## config.mk

```make
export PLATFORM = sky130hd
export DESIGN_NAME = run_length_detector
export DESIGN_NICKNAME = d
export VERILOG_FILES = /design/src/rtl/run_det_pkg.sv /design/src/rtl/sat_counter.sv /design/src/rtl/run_length_detector.sv
export SDC_FILE = /design/constraint.sdc
export NUM_CORES = 1
export LEC_CHECK = 0
export BUFFER_PORTS_ARGS = -buffer_cell sky130_fd_sc_hd__buf_2
export CORE_ASPECT_RATIO = 0.8
export CORE_MARGIN = 3
export CORE_UTILIZATION = 40
export CTS_CLUSTER_DIAMETER = 30
export DETAILED_ROUTE_END_ITERATION = 12
export HOLD_SLACK_MARGIN = 0.05
export PLACE_DENSITY = 0.68
export RECOVER_POWER = 25
export SLEW_MARGIN = 20
export SYNTH_ARGS = -nofsm -noshare
export SYNTH_HDL_FRONTEND = slang
export SYNTH_HIERARCHICAL = 1
export SYNTH_SLANG_ARGS = --single-unit
```

## constraint.sdc

```tcl
create_clock -name clk -period 5.34 [get_ports clk]
set_input_delay 0.534 -clock clk [delete_from_list [all_inputs] [get_ports clk]]
set_output_delay 0.534 -clock clk [all_outputs]
set_load 0.02 [all_outputs]
```

## src/rtl/run_det_pkg.sv

```systemverilog
// Shared types and helpers for the run-length detector: state encoding and threshold mapping.
// Latency: n/a (declarations only).
// Backpressure: n/a.
package run_det_pkg;

    // Width used by eff_thresh; callers zero-extend into it and truncate the result back.
    localparam int THRESH_MAX_W = 32;

    typedef enum logic [1:0] {
        IDLE   = 2'b00,
        COUNT  = 2'b01,
        DETECT = 2'b10
    } state_t;

    // A threshold of zero would make detection meaningless, so it behaves as one.
    function automatic logic [THRESH_MAX_W-1:0] eff_thresh(input logic [THRESH_MAX_W-1:0] th);
        return (th == '0) ? {{(THRESH_MAX_W-1){1'b0}}, 1'b1} : th;
    endfunction

endpackage

```

## src/rtl/sat_counter.sv

```systemverilog
// Saturating up-counter with synchronous clear; sticks at all-ones, never wraps.
// Latency: q updates one cycle after inc/clr is sampled.
// Backpressure: none; inc is simply ignored once saturated.
// Ports: clk, reset_n (sync active-low), clr (sync clear, beats inc), inc, q.
module sat_counter #(
    parameter int W = 8
) (
    input  logic         clk,
    input  logic         reset_n,
    input  logic         clr,
    input  logic         inc,
    output logic [W-1:0] q
);

    localparam logic [W-1:0] ONE = {{(W-1){1'b0}}, 1'b1};

    logic [W-1:0] r_q;

    always_ff @(posedge clk) begin
        if (!reset_n) begin
            r_q <= '0;
        end else if (clr) begin
            r_q <= '0;
        end else if (inc && (r_q != '1)) begin
            r_q <= r_q + ONE;
        end
    end

    assign q = r_q;

endmodule

```

## src/rtl/run_length_detector.sv

```systemverilog
// Detects thresh consecutive samples equal to polarity; level flag, entry strobe, run length, event count.
// Latency: out/start_pulse rise the cycle after the edge that samples the t-th match; no comb path from in.
// Backpressure: en low freezes all state; start_pulse is forced low on held cycles.
// Ports: clk, reset_n (sync active-low), en, in, polarity, thresh, clear -> out, start_pulse, run_len, evt_cnt.
module run_length_detector
    import run_det_pkg::*;
#(
    parameter int CNT_W = 4,
    parameter int EVT_W = 8
) (
    input  logic             clk,
    input  logic             reset_n,
    input  logic             en,
    input  logic             in,
    input  logic             polarity,
    input  logic [CNT_W-1:0] thresh,
    input  logic             clear,
    output logic             out,
    output logic             start_pulse,
    output logic [CNT_W-1:0] run_len,
    output logic [EVT_W-1:0] evt_cnt
);

    localparam logic [CNT_W-1:0] ONE = {{(CNT_W-1){1'b0}}, 1'b1};

    state_t           r_state;
    state_t           w_next;
    logic             r_start;
    logic             w_match;
    logic             w_enter;
    logic [CNT_W-1:0] w_t;
    logic [CNT_W-1:0] w_run_len;
    logic [CNT_W-1:0] w_run_inc;

    assign w_match   = (in == polarity);
    assign w_t       = CNT_W'(eff_thresh(THRESH_MAX_W'(thresh)));
    // Length the run will have after this sample if it matches; compared against t so that
    // lowering thresh mid-run takes effect on the very next match.
    assign w_run_inc = (w_run_len == '1) ? w_run_len : (w_run_len + ONE);
    assign w_enter   = en && (r_state != DETECT) && (w_next == DETECT);

    always_ff @(posedge clk) begin
        if (!reset_n) begin
            r_state <= IDLE;
            r_start <= 1'b0;
        end else if (clear) begin
            r_state <= IDLE;
            r_start <= 1'b0;
        end else begin
            if (en) begin
                r_state <= w_next;
            end
            r_start <= w_enter;
        end
    end

    always_comb begin
        w_next = r_state;
        out    = 1'b0;
        case (r_state)
            IDLE: begin
                if (w_match) begin
                    w_next = (w_t == ONE) ? DETECT : COUNT;
                end else begin
                    w_next = IDLE;
                end
            end
            COUNT: begin
                if (w_match) begin
                    w_next = (w_run_inc >= w_t) ? DETECT : COUNT;
                end else begin
                    w_next = IDLE;
                end
            end
            DETECT: begin
                out    = 1'b1;
                w_next = w_match ? DETECT : IDLE;
            end
            default: begin
                w_next = IDLE;
            end
        endcase
    end

    // Run length: any enabled mismatch restarts the run; saturation is handled by the counter.
    sat_counter #(.W(CNT_W)) u_run_cnt (
        .clk     (clk),
        .reset_n (reset_n),
        .clr     (clear | (en & ~w_match)),
        .inc     (en & w_match),
        .q       (w_run_len)
    );

    sat_counter #(.W(EVT_W)) u_evt_cnt (
        .clk     (clk),
        .reset_n (reset_n),
        .clr     (clear),
        .inc     (w_enter),
        .q       (evt_cnt)
    );

    assign run_len     = w_run_len;
    assign start_pulse = r_start;

endmodule

```

== Yosys cells after proc, flatten, opt, wreduce, memory -nomap -nowiden ==
Cells that the tools add are included.

* Bits in read-only memories: 0
* Memories kept: 0
* Bits in registers: 15
* Input port bits: 10
* Logic and storage cells: 38
* Bits in writable memories: 0
* Output and inout port bits: 14
* Latch bits: 0

* Shifts and indexed selects: 0
* Add/sub/neg operators: 2
* Mux-type cells: 9
* Eq/ne operators: 9
* Bitwise operators: 5
* Multiply operators: 0
* $lt $le $gt $ge: 1
* Reduce and logical (&&, ||, !) cells: 8
* Divide/modulo/power cells: 0

{| class="wikitable"
|+ Operators by type and width
! cell !! count
|-
| $mux 2 || 5
|-
| $add 8x1->8 const B || 1
|-
| $mux 4 || 2
|-
| $ne 8x8->1 const B || 1
|-
| $pmux 2 s3 || 1
|-
| $add 4x1->4 const B || 1
|-
| $eq 2x2->1 const B || 2
|-
| $eq 4x1->1 const B || 1
|-
| $eq 4x4->1 const B || 1
|-
| $ge 4x4->1 || 1
|-
| $logic_and 1x1->1 || 4
|-
| $logic_not 4->1 || 1
|-
| $ne 4x4->1 const B || 1
|-
| $reduce_or 2->1 || 2
|-
| $and 1x1->1 || 2
|-
| $eq 2x1->1 const B || 1
|-
| $logic_not 2->1 || 1
|-
| $ne 2x2->1 const B || 1
|-
| $not 1->1 || 2
|-
| $eq 1x1->1 || 1
|-
| $mux 1 || 1
|-
| $or 1x1->1 || 1
|}

== Depth between registers and ports, before layout ==
Gate-level depths: netlist (run 1).

* Depth in word-level cells: 9
* Gate-level depth with buffers: 12
* Depth with buffers taken out: 12

== Hierarchy ==
The synthesis (run 1) kept the hierarchy.

{| class="wikitable"
|+ Modules (own cells, without submodules)
! module !! sequential area each (sq um) !! cells each !! instances !! area an instance (sq um)
|-
| sat_counter at u_evt_cnt || 160.2 || 46 || 1 || 421.7
|-
| run_length_detector || 60.1 || 48 || 1 || 359.1
|-
| sat_counter at u_run_cnt || 80.1 || 21 || 1 || 191.4
|}

== Worst setup path before layout (run 1) ==
OpenSTA, ideal clock, no wires.

* Kind: reg2reg
* Start point: reg u_run_cnt.r_q[0] (netlist: u_run_cnt/q[0])
* End point: reg u_evt_cnt.r_q[5] (netlist: u_evt_cnt/q[5])
* Required time: 5268 ps
* Library setup time: 72 ps
* Path buffers: 0
* Cell stages (with the launch flop): 11
* Clock period less this slack: 2969 ps
* Arrival time: 2897 ps
* Path slack: 2371 ps
* Path through: dfxtp_1 -> ha_1 -> nand3_1 -> mux2_2 -> ha_1 -> a2111oi_0 -> or2_2 -> a211oi_1 -> nand4_1 -> a211oi_2 -> mux2i_1

* Word-level cells in the longest chain between the ends: 9
* Elaborated cells on any way between the ends: 10
* Those cells by class: 1 x add/sub; 1 x order compare; 2 x eq/ne; 4 x mux; 2 x reduce/logical

{| class="wikitable"
|+ Ends and longest elaborated chain
! item !! RTL line !! text
|-
| start, declared || sat_counter.sv:17 || <nowiki>logic [W-1:0] r_q;</nowiki>
|-
| start signal, assigned || sat_counter.sv:25 || <nowiki>r_q <= r_q + ONE;</nowiki>
|-
| $add 4x1->4 / $eq 4x4->1 (equally long branches) || run_length_detector.sv:39 || <nowiki>assign w_run_inc = (w_run_len == '1) ? w_run_len : (w_run_len + ONE);</nowiki>
|-
| $mux 4 * || run_length_detector.sv:39 ||
|-
| $ge 4x4->1 * || run_length_detector.sv:70 || <nowiki>w_next = (w_run_inc >= w_t) ? DETECT : COUNT;</nowiki>
|-
| $mux 2 * || run_length_detector.sv:70 ||
|-
| $mux 2 * || run_length_detector.sv:69 || <nowiki>if (w_match) begin</nowiki>
|-
| $pmux 2 s3 * || run_length_detector.sv:60 || <nowiki>case (r_state)</nowiki>
|-
| $eq 2x2->1 * || run_length_detector.sv:40 || <nowiki>assign w_enter = en && (r_state != DETECT) && (w_next == DETECT);</nowiki>
|-
| $logic_and 1x1->1 * || run_length_detector.sv:40 ||
|-
| net w_enter || run_length_detector.sv:30 || <nowiki>logic w_enter;</nowiki>
|-
| $logic_and 1x1->1 * || sat_counter.sv:24 || <nowiki>end else if (inc && (r_q != '1)) begin</nowiki>
|-
| end signal, assigned || sat_counter.sv:25 ||
|-
| end, declared || sat_counter.sv:17 ||
|}

Mark *: on every way through the listed nets, which the timed path passes. The rest lies on a longest branch.
A chain may end at the register's enable or synchronous reset.

== Final worst setup path (run 1) ==
Ends and elaborated chain as after synthesis.

==> results.toml, run 1 <==
[place]
place_area_um2 = 1120
placedCellCount = 163
place_hpwl_mm = 1.69
pre_cts_ws_ps = 2170
globalplace.congestion = 0.798
io_buffers = 23

[drt]
drtIter0Drc = 32
final_antenna_net_count = 0
finalWirelength_mm = 2.12
num_vias = 938
dr.pass1.iters = 4
drt-vias-per-instance = 5.62
drc = 0
drt-wirelength-per-cell_um = 12.7

[worst_setup_path]
cpLargestDelayFamily = "compound AO/OA/AOI/OAI gates"
reg2reg_slack_ps = 2160
endpoint_kind = "flop"
timing.rr.start = "u_run_cnt/q[0]$_SDFFE_PP0P_"
path_class = "flop to flop"
crit_top_cell = "ha_1"
worst_r2r_endpoint = "u_evt_cnt/q[5]$_SDFFE_PP0P_"
slowest_stage = "a211oi_1"
critPathMaxFanout = 8
cp_data_required_time_ps = 5550
r2r_cells = 10
cpPeakStageDelay_ps = 540
cp_cell_sequence = "ha_1 -> nand3_1 -> mux2_2 -> ha_1 -> a2111oi_0 -> or2_2 -> a211oi_1 -> nand4_1 -> a211oi_2 -> mux2i_1"
critPathArrivalTime_ps = 3390
critPathBufInv = 0
start_kind = "flop"

[min_path]
hold_end = "u_evt_cnt/q[1]$_SDFFE_PP0P_"
min_path_type = "flop to flop"
hold_path.startpoint = "u_evt_cnt/q[1]$_SDFFE_PP0P_"
hold-path-cell-count = 2

[layout]
syn2layout_area_growth_pct = 17.0
fill_cells = 208
diodes = 0
fin_nets = 160
final_cells = 167
ff_latch_area_um2 = 300
multi_input_area_um2 = 649
layout-drive-gt1-share_pct = 21.8
stdcell_area_um2 = 1140

[pwr]
ir_drop_v = 0.000142
finalPower_uw = 200
pwr-share-clk_pct = 31.2
p_sw_uw = 48.5
swShare_pct = 24.2
p_int_uw = 152
p_leak_nw = 0.483
p_seq_share_pct = 57.0
power_density_nw_per_um2 = 176
power_frac_comb_pct = 11.8

[global_routing]
grt_start_max_net_pins = 10
use_met2_pct = 23.6
grt_pass1_wl_mm = 3.79
grt_antenna_before_repair = 0
grt_use_met1_pct = 22.6
grt_usage_pct = 16.6
grt_pass1_vias = 855
met3_usage_pct = 5.50
busiest_layer = "met2"
grt-ovfl-total = 0

[sta]
fin_ws_ps = 2160
worst_slew_pin_slew_ps = 694
rsz0062_at_grt = "no"
setup-tns-final_ps = 0
skew_ps = 5.94
fin_crit_ps = 3180
fmax_ghz = 0.315
setup_violations = 0
slew_headroom_pct = 52.5
hold_viol_final = 0
slew_violations = 0
fin_crit_sh_pct = 59.5

[synth]
synth_cell_types = 35
syn_avg_cell_area_um2 = 8.45
synth_flop_cell = "dfxtp_1"
synth_edf_count = 0
ys_warn_count = 6
synth_fp_nets = 132
synth.cell_area_um2 = 972
async_reset_ff_share_pct = 0
ys_seq_area_share_pct = 30.9
ys_ff_latch = 15
synth_cells = 115

[cts]
path_clk_slew_ps = 80
postCtsHoldBufs = 0
clk-insertion-delay-late_ps = 280
cts_resized = 0
cts.sinks = 15
cts_setup_buffers = 0
root_buffer = "clkbuf_4"
htreeDepth = 1
numCtsBuffers = 3
cts_buffer_depth = 2
cts_tree = "done"

[status]
run_status = "complete, no violations"

[die]
die_area_um2 = 3060
chipWidth_um = 61.1
core_region_area_um2 = 2230
fp.dieH_um = 50.1
io_pins = 24
num_rows = 15
start_util_pct = 43.5

[run]
maxCapViolCount = 0
[power groups by stage]
stage	Combinational, mW	Sequential (mW)	Clock (mW)
2_1_floorplan	0.0146	0.117	0
3_3_place_gp	0.0227	0.117	0
3_5_place_dp	0.0236	0.117	0
4_1_cts	0.0238	0.114	0.0667
5_1_grt	0.0273	0.114	0.0711
6_report	0.0236	0.114	0.0624
[per-stage QoR]
| stage | utilization, % | hold slack, ps |
|---|---|---|
| 3_5_place_dp | 50.1 | 511 |
| 6_report | 50.9 | 526 |
| 2_1_floorplan | - | 525 |
| 3_3_place_gp | 50.1 | 502 |
| 4_1_cts | 51.3 | 527 |
| 5_1_grt | 50.9 | 555 |
[cells by family after synthesis]
| family | synth area share, % |
|---|---|
| and+or+nand+nor | 31.5 |
| AOI/OAI and AO/OA | 19.2 |
| DFF | 30.9 |
| adders and majority gates | 9.01 |
| buffers and inverters | 2.32 |
| muxes | 5.28 |
| xor gates and xnor gates | 1.80 |
[how the worst max path moves through the flow]
stage                                           start                          end  slack [ps]  depth (start not counted)
after floorplan           u_run_cnt/q[0]$_SDFFE_PP0P_  u_evt_cnt/q[5]$_SDFFE_PP0P_        2370                         10
after CTS                 u_run_cnt/q[0]$_SDFFE_PP0P_  u_evt_cnt/q[5]$_SDFFE_PP0P_        2180                         10
after detailed placement                    thresh[1]  u_evt_cnt/q[6]$_SDFFE_PP0P_        2170                         11
after global routing      u_run_cnt/q[0]$_SDFFE_PP0P_  u_evt_cnt/q[7]$_SDFFE_PP0P_        1880                         10
after global placement                      thresh[1]  u_evt_cnt/q[6]$_SDFFE_PP0P_        2250                         11
final                     u_run_cnt/q[0]$_SDFFE_PP0P_  u_evt_cnt/q[5]$_SDFFE_PP0P_        2160                         10
[tightest hold or removal path, delay by kind of cell, from the launching register on]
family,cells,cell delay [ps]
simple gates,1,70
mux,1,60
flops,1,350
[Yosys cell counts (2+ instances only)]
library cell	instances	share of area (%)
nand4_1	2	1.3
nand2b_1	6	3.9
a21oi_1	9	4.6
ha_1	7	9.0
a2111oi_0	2	1.8
or2_2	2	1.3
nor2b_1	4	2.6
nor2_1	8	3.1
dfxtp_1	15	31
inv_1	6	2.3
nor3_1	5	2.6
a211oi_1	2	1.5
or3_1	2	1.3
o21ai_0	5	2.6
nand2_1	8	3.1
a31oi_1	3	1.9
a21o_2	2	1.8
mux2i_1	4	4.1
and4_1	4	3.6
nand3_1	4	2.1
[sequential cells by signal, indices dropped and copies added (netlist names)]
| register | cells |
|---|---|
| r_state | 2 |
| start_pulse | 1 |
| u_evt_cnt/q | 8 |
| u_run_cnt/q | 4 |
[layout by cell type (no fill, tap or decap), types with 4 or more instances in the layout]
master,instances
a21oi_1,9
and4_1,4
buf_2,17
clkbuf_1,7
dfxtp_1,15
ha_1,7
inv_1,6
mux2i_1,4
nand2_1,8
nand2b_1,6
nand3_1,4
nor2_1,8
nor2b_1,4
nor3_1,5
o21ai_0,5
[metal layers]
layer,vias to the layer above,share of wire (%)
li1,483,-
met2,18,47
met5,-,0
met1,435,48
met4,0,1.0
met3,2,4.6
[layout make-up]
cell class | instances | share of cell area, %
repair buffers | 23 | 9.46
multi-input cells | 94 | 57.1
inverters | 6 | 1.98
well taps | 25 | 2.75
clock buffers | 4 | 2.31
flip-flops and latches | 15 | 26.4
No activity file was read; power rests on OpenSTA's default activity.
==> inputs of run 2 (changes only) <==
==> constraint.sdc (replaced) <==
create_clock -name clk -period 2.97 [get_ports clk]
set_input_delay 0.297 -clock clk [delete_from_list [all_inputs] [get_ports clk]]
set_output_delay 0.297 -clock clk [all_outputs]
set_load 0.02 [all_outputs]
==> results.toml, run 2 (synthesis results as in run 1) <==
[status]
run_status = "complete, no violations"

[sta]
hold_viol_final = 0
setup-tns-final_ps = 0
rsz0062_at_grt = "no"
fin_crit_ps = 2820
slew_violations = 0
setup_violations = 0
fin_ws_ps = 149
skew_ps = 11.1
worst_slew_pin_slew_ps = 495
fin_crit_sh_pct = 95.0
fmax_ghz = 0.354
slew_headroom_pct = 66.9

[drt]
drt-wirelength-per-cell_um = 13.8
drtIter0Drc = 49
num_vias = 975
drt-vias-per-instance = 5.67
final_antenna_net_count = 0
dr.pass1.iters = 5
finalWirelength_mm = 2.37
drc = 0

[layout]
fin_nets = 165
final_common_cell = "buf_2"
final_cells = 172
largest_reg_flops = 8
diodes = 0
final_cell_mix = "17 x buf_2, 15 x dfxtp_1, 9 x a21oi_1"
layout-drive-gt1-share_pct = 25.9
syn2layout_area_growth_pct = 22.8
final_util_pct = 53.4

[worst_setup_path]
cp_data_required_time_ps = 3160
critPathBufInv = 0
cp_cell_sequence = "ha_1 -> nand3_1 -> mux2_2 -> ha_1 -> a2111oi_2 -> or2_2 -> a211oi_4 -> and4_1 -> a21oi_1 -> a311oi_1"
critPathMaxFanout = 6
cpPeakStageDelay_ps = 350
cpLargestDelayFamily = "compound AO/OA/AOI/OAI gates"
endpoint_kind = "flop"
critPathArrivalTime_ps = 3010
crit_top_cell = "ha_1"
worst-path-stages = 10
r2r_cells = 10
slowest_stage = "mux2_2"
start_kind = "flop"
path_class = "flop to flop"

[die]
num_rows = 15
core_region_area_um2 = 2230
die_area_um2 = 3060
fp.dieH_um = 50.1
start_util_pct = 43.5
io_pins = 24
chipWidth_um = 61.1

[pwr]
ir_drop_v = 0.000261
power_density_nw_per_um2 = 310
p_leak_nw = 0.512

[place]
pre_cts_ws_ps = -108
placedCellCount = 168
globalplace.congestion = 0.841
place_hpwl_mm = 1.85
io_buffers = 23

[cts]
htreeDepth = 1
clk-insertion-delay-late_ps = 290
cts_resized = 2
root_buffer = "clkbuf_4"
cts_buffer_depth = 2
path_clk_slew_ps = 90
numCtsBuffers = 3
cts_setup_buffers = 0
cts.sinks = 15
cts_tree = "done"
postCtsHoldBufs = 0

[global_routing]
grt_pass1_wl_mm = 3.91
grt_pass1_vias = 908
grt_usage_pct = 16.7
grt_antenna_before_repair = 0
grt-ovfl-total = 0
grt_start_max_net_pins = 10

[run]
maxCapViolCount = 0

[min_path]
hold-path-cell-count = 3
min_path_type = "primary input to flop"
-- run 2: path summary, 6_finish.rpt --
path                                from                          end  slack, ps
max reg2reg  u_run_cnt/q[0]$_SDFFE_PP0P_  u_evt_cnt/q[7]$_SDFFE_PP0P_        150
max          u_run_cnt/q[0]$_SDFFE_PP0P_  u_evt_cnt/q[7]$_SDFFE_PP0P_        150
min reg2reg  u_evt_cnt/q[1]$_SDFFE_PP0P_  u_evt_cnt/q[1]$_SDFFE_PP0P_        520
min                              reset_n      r_state[1]$_SDFFE_PP0P_        350
-- run 2: cell type report --
cell class | count | area (µm²)
repair buffers | 28 | 145
well taps | 25 | 31.3
clock buffers | 4 | 26.3
fillers | 232 | 1040
inverters | 6 | 22.5
flip-flops and latches | 15 | 300
multi-input cells | 94 | 668
-- run 2: worst min-delay path: stages --
cell	delay, ps
buf_2	120
nand2b_1	110
a21oi_1	50
-- run 2: stage by stage --
stage	power (mW)	hold slack, ps	cell area [µm²]
final	0.370	351	1190
after global routing	0.394	342	1190
after CTS	0.374	340	1190
after detailed placement	0.254	507	1160
after global placement	0.252	499	1160
after floorplan	0.237	462	972
-- run 2: where the power goes --
| part | total [mW] | internal, mW | switching, mW |
|---|---|---|---|
| Sequential | 0.205 | 0.203 | 0.00208 |
| Combinational | 0.0483 | 0.0211 | 0.0273 |
| Clock | 0.117 | 0.0522 | 0.0652 |
| Total | 0.370 | 0.276 | 0.0945 |
-- run 2: layer usage --
metal / share of wire, % / vias to the layer above / track usage [%]
li1: - / 499 / -
met1: 45 / 443 / 22.5
met2: 48 / 29 / 25.4
met3: 5.7 / 4 / 4.71
met4: 1.1 / 0 / 5.05
met5: 0 / - / 0
